`src/rtl/mem_copy_engine_pkg.sv`:
```
// ============================================================================
// Module      : mem_copy_engine_pkg
// Description : Shared state encoding and constants for the memory copy engine.
// Revision    : 1.0 - initial release
// ============================================================================
`default_nettype none

package mem_copy_engine_pkg;

    typedef enum logic [1:0] {
        IDLE  = 2'd0,
        READ  = 2'd1,
        WRITE = 2'd2,
        DONE  = 2'd3
    } state_t;

    localparam int   WORD_BYTES   = 4;
    localparam logic MEM_INACTIVE = 1'b1;

endpackage

`default_nettype wire

```
`src/rtl/mem_copy_engine.sv`:
```
// ============================================================================
// Module      : mem_copy_engine
// Description : Word-by-word forward memory copy over a shared single-port bus.
// Revision    : 1.0 - initial release
// ============================================================================
`default_nettype none

module mem_copy_engine
    import mem_copy_engine_pkg::*;
#(
    parameter int CNT_W = 8
) (
    input  logic             CLK,
    input  logic             Reset,
    input  logic             start,
    input  logic [31:0]      src_addr,
    input  logic [31:0]      dst_addr,
    input  logic [CNT_W-1:0] word_count,
    output logic             busy,
    output logic             done,
    output logic [31:0]      DAddr,
    output logic [31:0]      MemDataIn,
    input  logic [31:0]      MemDataOut,
    output logic             RD,
    output logic             WR
);

    state_t           state;
    state_t           state_nxt;
    logic [31:0]      src_ptr;
    logic [31:0]      dst_ptr;
    logic [31:0]      buffer;
    logic [CNT_W-1:0] remaining;

    always_ff @(posedge CLK or posedge Reset) begin
        if (Reset) begin
            state <= IDLE;
        end else begin
            state <= state_nxt;
        end
    end

    // Bus outputs decode from state and registers only, so start never reaches RD/WR.
    always_comb begin
        state_nxt = state;
        busy      = 1'b0;
        done      = 1'b0;
        RD        = MEM_INACTIVE;
        WR        = MEM_INACTIVE;
        DAddr     = 32'h0;
        MemDataIn = 32'h0;
        case (state)
            IDLE: begin
                if (start) begin
                    state_nxt = (word_count == '0) ? DONE : READ;
                end
            end
            READ: begin
                busy      = 1'b1;
                RD        = 1'b0;
                DAddr     = src_ptr;
                state_nxt = WRITE;
            end
            WRITE: begin
                busy      = 1'b1;
                WR        = 1'b0;
                DAddr     = dst_ptr;
                MemDataIn = buffer;
                state_nxt = (remaining == CNT_W'(1)) ? DONE : READ;
            end
            DONE: begin
                done      = 1'b1;
                state_nxt = IDLE;
            end
            default: begin
                state_nxt = IDLE;
            end
        endcase
    end

    always_ff @(posedge CLK or posedge Reset) begin
        if (Reset) begin
            src_ptr   <= 32'h0;
            dst_ptr   <= 32'h0;
            buffer    <= 32'h0;
            remaining <= '0;
        end else begin
            case (state)
                IDLE: begin
                    if (start && (word_count != '0)) begin
                        src_ptr   <= {src_addr[31:2], 2'b00};
                        dst_ptr   <= {dst_addr[31:2], 2'b00};
                        remaining <= word_count;
                    end
                end
                READ: begin
                    buffer <= MemDataOut;
                end
                WRITE: begin
                    src_ptr   <= src_ptr + 32'(WORD_BYTES);
                    dst_ptr   <= dst_ptr + 32'(WORD_BYTES);
                    remaining <= remaining - CNT_W'(1);
                end
                default: begin
                end
            endcase
        end
    end

endmodule

`default_nettype wire
```
`config.mk`:
```
export PLATFORM = sky130hd
export DESIGN_NAME = mem_copy_engine
export DESIGN_NICKNAME = d
export VERILOG_FILES = /design/src/rtl/mem_copy_engine_pkg.sv /design/src/rtl/mem_copy_engine.sv
export SDC_FILE = /design/constraint.sdc
export NUM_CORES = 1
export LEC_CHECK = 0
export ABC_AREA = 1
export BUFFER_PORTS_ARGS = -buffer_cell sky130_fd_sc_hd__buf_2
export CORE_ASPECT_RATIO = 1.1
export CORE_MARGIN = 8
export CORE_UTILIZATION = 40
export DETAILED_ROUTE_END_ITERATION = 8
export GPL_ROUTABILITY_DRIVEN = 0
export SLEW_MARGIN = 40
export SYNTH_ARGS = -nofsm -noshare
export SYNTH_HDL_FRONTEND = slang
export SYNTH_SLANG_ARGS = --single-unit
```
`constraint.sdc`:
```
create_clock -name CLK -period 4.76 [get_ports CLK]
set_clock_uncertainty 0.2 [all_clocks]
set_input_delay 0.952 -clock CLK [delete_from_list [all_inputs] [get_ports CLK]]
set_output_delay 0.952 -clock CLK [all_outputs]
set_load 0.03 [all_outputs]
```
==> impl_metrics.ini <==
[logic_synthesis]
synth_area_per_cell_um2 = 6.13
yosysSeqAreaShare_pct = 34.7
ys_types = 37
ys_ff_latch = 102
synth_warnings = 0
synthCells = 1201
syn-cell-area_um2 = 7360

[grt]
antenna_found_initial = 0
grt_usage_pct = 20.9
grt_pass1_wl_um = 38900
grt_max_degree = 71
first_global_vias = 7530
grt_overflow = 0

[timing]
slew_violations = 0
finalWorstSetupSlack_ps = 1190
rsz0062_at_grt = false
period_needed_ps = 3570
relSlewSlack_pct = 50.0
setup_tns_ps = 0
timing_hold_violations_final = 0
max_freq_ghz = 0.280
post-route-period-util_pct = 74.9
fin_worst_hold_slack_ps = 276
setup_viol = 0
tightest_slew_ps = 751

[floorplanning]
chipHeight_um = 158
fp.coreArea_um2 = 18200
die_w_um = 145
rows = 52
initial_core_util_pct = 40.4
ioPinCount = 175
die_area_um2 = 23000

[finish]
diodes = 0
finalNetCount = 1455
multi_input_area_um2 = 4120
syn2layout_area_growth_pct = 17.0
regArea_um2 = 2550
drive_above_1_share_pct = 17.9
final_common_cell = nand2_1
fill_cells = 1978
most-common-layout-cells = nand2_1, nor2_1, buf_2
final_cells = 1587

[critical_path]
cp_slowest_stage_delay_ps = 520
cp-end-kind = primary output
cpLargestDelayFamily = buffers and inverters
critPathLaunchType = flip-flop
critPathSlowestCell = ha_4
cp.required_ps = 3610
reg2regPathDepth = 9
crit_fanout = 44
timing.rr.start = state[0]
critical_path_class = reg2out
rr_endpoint = remaining[4]
worstPathArrival_ps = 2420
reg2reg_setup_slack_ps = 1580
path_buf_inv = 3
path_cells = inv_1 > ha_4 > buf_4 > nand2_1 > a21oi_1 > buf_2

[placed_design]
numPlacedInstances = 1571
port_buffers = 168
pre_cts_slack_ps = 1570
hpwl_um = 17400

[clock_tree]
cts_buffer_depth = 2
htree_levels = 3
clock_latency_ps = 360
cts_setup_buffers = 0
root_buffer = clkbuf_16
cts-buffers-inserted = 9
hold_buffers = 0
path_clk_slew_ps = 80
cts_resized = 0
tritoncts = yes
clkSinkCount = 102

[detailed_routing]
num_vias = 7755
routedWlPerCell_um = 14.9
wl_um = 23700
drcViolationCount = 0
firstDrtPassIters = 5
final_antenna_net_count = 0
first_iter_violations = 602
via_per_inst = 4.89

[hold_path]
hold_path_depth = 2
hold_path_end = buffer[11]
hp-class = reg2reg
min_from = buffer[11]

[pwr]
p_per_area_nw_per_um2 = 688
peakVddDrop_mv = 0.790
p_leak_nw = 4.73

[flow_run]
cap_violations = 0

[outcome]
status = complete, no violations
-- cell usage after synthesis --
| library cell | number | area share [%] |
|---|---|---|
| clkbuf_8 | 1 | 0.19 |
| a21boi_0 | 1 | 0.10 |
| nand2_1 | 506 | 26 |
| a31oi_1 | 1 | 0.085 |
| or2_2 | 3 | 0.25 |
| buf_4 | 11 | 1.1 |
| o211ai_1 | 8 | 0.82 |
| conb_1 | 1 | 0.051 |
| clkbuf_2 | 1 | 0.068 |
| clkinv_1 | 1 | 0.051 |
| o31ai_2 | 2 | 0.34 |
| nor2_4 | 11 | 1.7 |
| o21bai_1 | 3 | 0.31 |
| nor3_1 | 6 | 0.41 |
| ha_1 | 9 | 1.5 |
| nor2_8 | 1 | 0.27 |
| nor2_2 | 7 | 0.59 |
| clkbuf_1 | 20 | 1.0 |
| xor2_1 | 3 | 0.36 |
| a21oi_2 | 1 | 0.12 |
| o21ai_1 | 7 | 0.48 |
| buf_6 | 3 | 0.46 |
| dfrtp_1 | 102 | 35 |
| nand3b_1 | 1 | 0.10 |
| o21ai_0 | 49 | 3.3 |
| a21oi_1 | 35 | 2.4 |
| nand2_2 | 14 | 1.2 |
| inv_2 | 3 | 0.15 |
| nor2_1 | 185 | 9.4 |
| nand4_1 | 3 | 0.25 |
| xnor2_1 | 5 | 0.59 |
| nand2_4 | 2 | 0.31 |
| buf_2 | 15 | 1.0 |
| o2bb2ai_1 | 1 | 0.12 |
| and2_1 | 4 | 0.34 |
| inv_1 | 111 | 5.7 |
| nand3_1 | 64 | 4.4 |
-- final cells by class --
cell class                 instances  area share, %
tap                              243           3.53
timing repair buffer             177           10.5
multi-input combinational        934           47.9
sequential                       102           29.6
clock inverter                     7          0.755
clock buffer                       9           2.61
inverter                         115           5.07
-- worst register-to-register path, delay by kind of cell (launching register included) --
kind | cells | cell delay, ps
fa+ha+maj | 1 | 520
simple gates | 1 | 70
buf+inv | 4 | 1230
flops | 1 | 430
compound gates | 3 | 650
-- flip-flops by register name, indices dropped and copies added (netlist names) --
register	cells
src_ptr	30
state	2
remaining	8
dst_ptr	30
buffer	32
-- report_power, final --
part	leakage, nW	internal (W)	switching, W	total [W]
Combinational	3.35	0.000983	0.00235	0.00334
Sequential	1.23	0.00132	0.000518	0.00184
Clock	0.140	0.000369	0.000388	0.000757
Total	4.73	0.00267	0.00326	0.00593
-- cells by family (layout without fill, tap and decap cells) --
group / count (synthesis) / count (layout) / share of synthesized area [%]
buffers and inverters: 166 / 308 / 9.74
AOI/OAI and AO/OA: 108 / 108 / 8.07
other: 1 / 2 / 0.0509
DFF: 102 / 102 / 34.7
adders and majority gates: 9 / 9 / 1.53
xor gates and xnor gates: 8 / 8 / 0.952
and+or+nand+nor: 807 / 807 / 45.0
-- worst max-delay path by stage --
| stage | to | slack (ps) | startpoint | cells after the start |
|---|---|---|---|---|
| 6_report | DAddr[20] | 1190 | state[0] | 6 |
| 3_5_place_dp | DAddr[20] | 1570 | state[0] | 6 |
| 5_1_grt | DAddr[28] | 1040 | state[0] | 6 |
| 4_1_cts | DAddr[20] | 1180 | state[0] | 6 |
| 2_1_floorplan | buffer[0] | 930 | Reset | 1 |
| 3_3_place_gp | DAddr[24] | 1530 | state[1] | 5 |
-- stage by stage --
step / util [%] / power, W / cell area (µm²)
finish: 47.3 / 0.00593 / 8610
global route: 47.3 / 0.00649 / 8610
CTS: 47.3 / 0.00597 / 8610
detailed placement: 45.7 / 0.00520 / 8320
global placement: 45.6 / 0.00515 / 8310
floorplan: - / 0.00427 / 7370
-- per-layer routing --
metal | GRT usage (%) | up-vias | wire (µm)
met4 | 6.10 | 0 | 406
met5 | 0 | - | 0
met2 | 34.1 | 248 | 10500
met3 | 4.01 | 26 | 1540
li1 | - | 3954 | -
met1 | 27.8 | 3527 | 11200
Note: power is estimated with default switching activity, not from simulation.
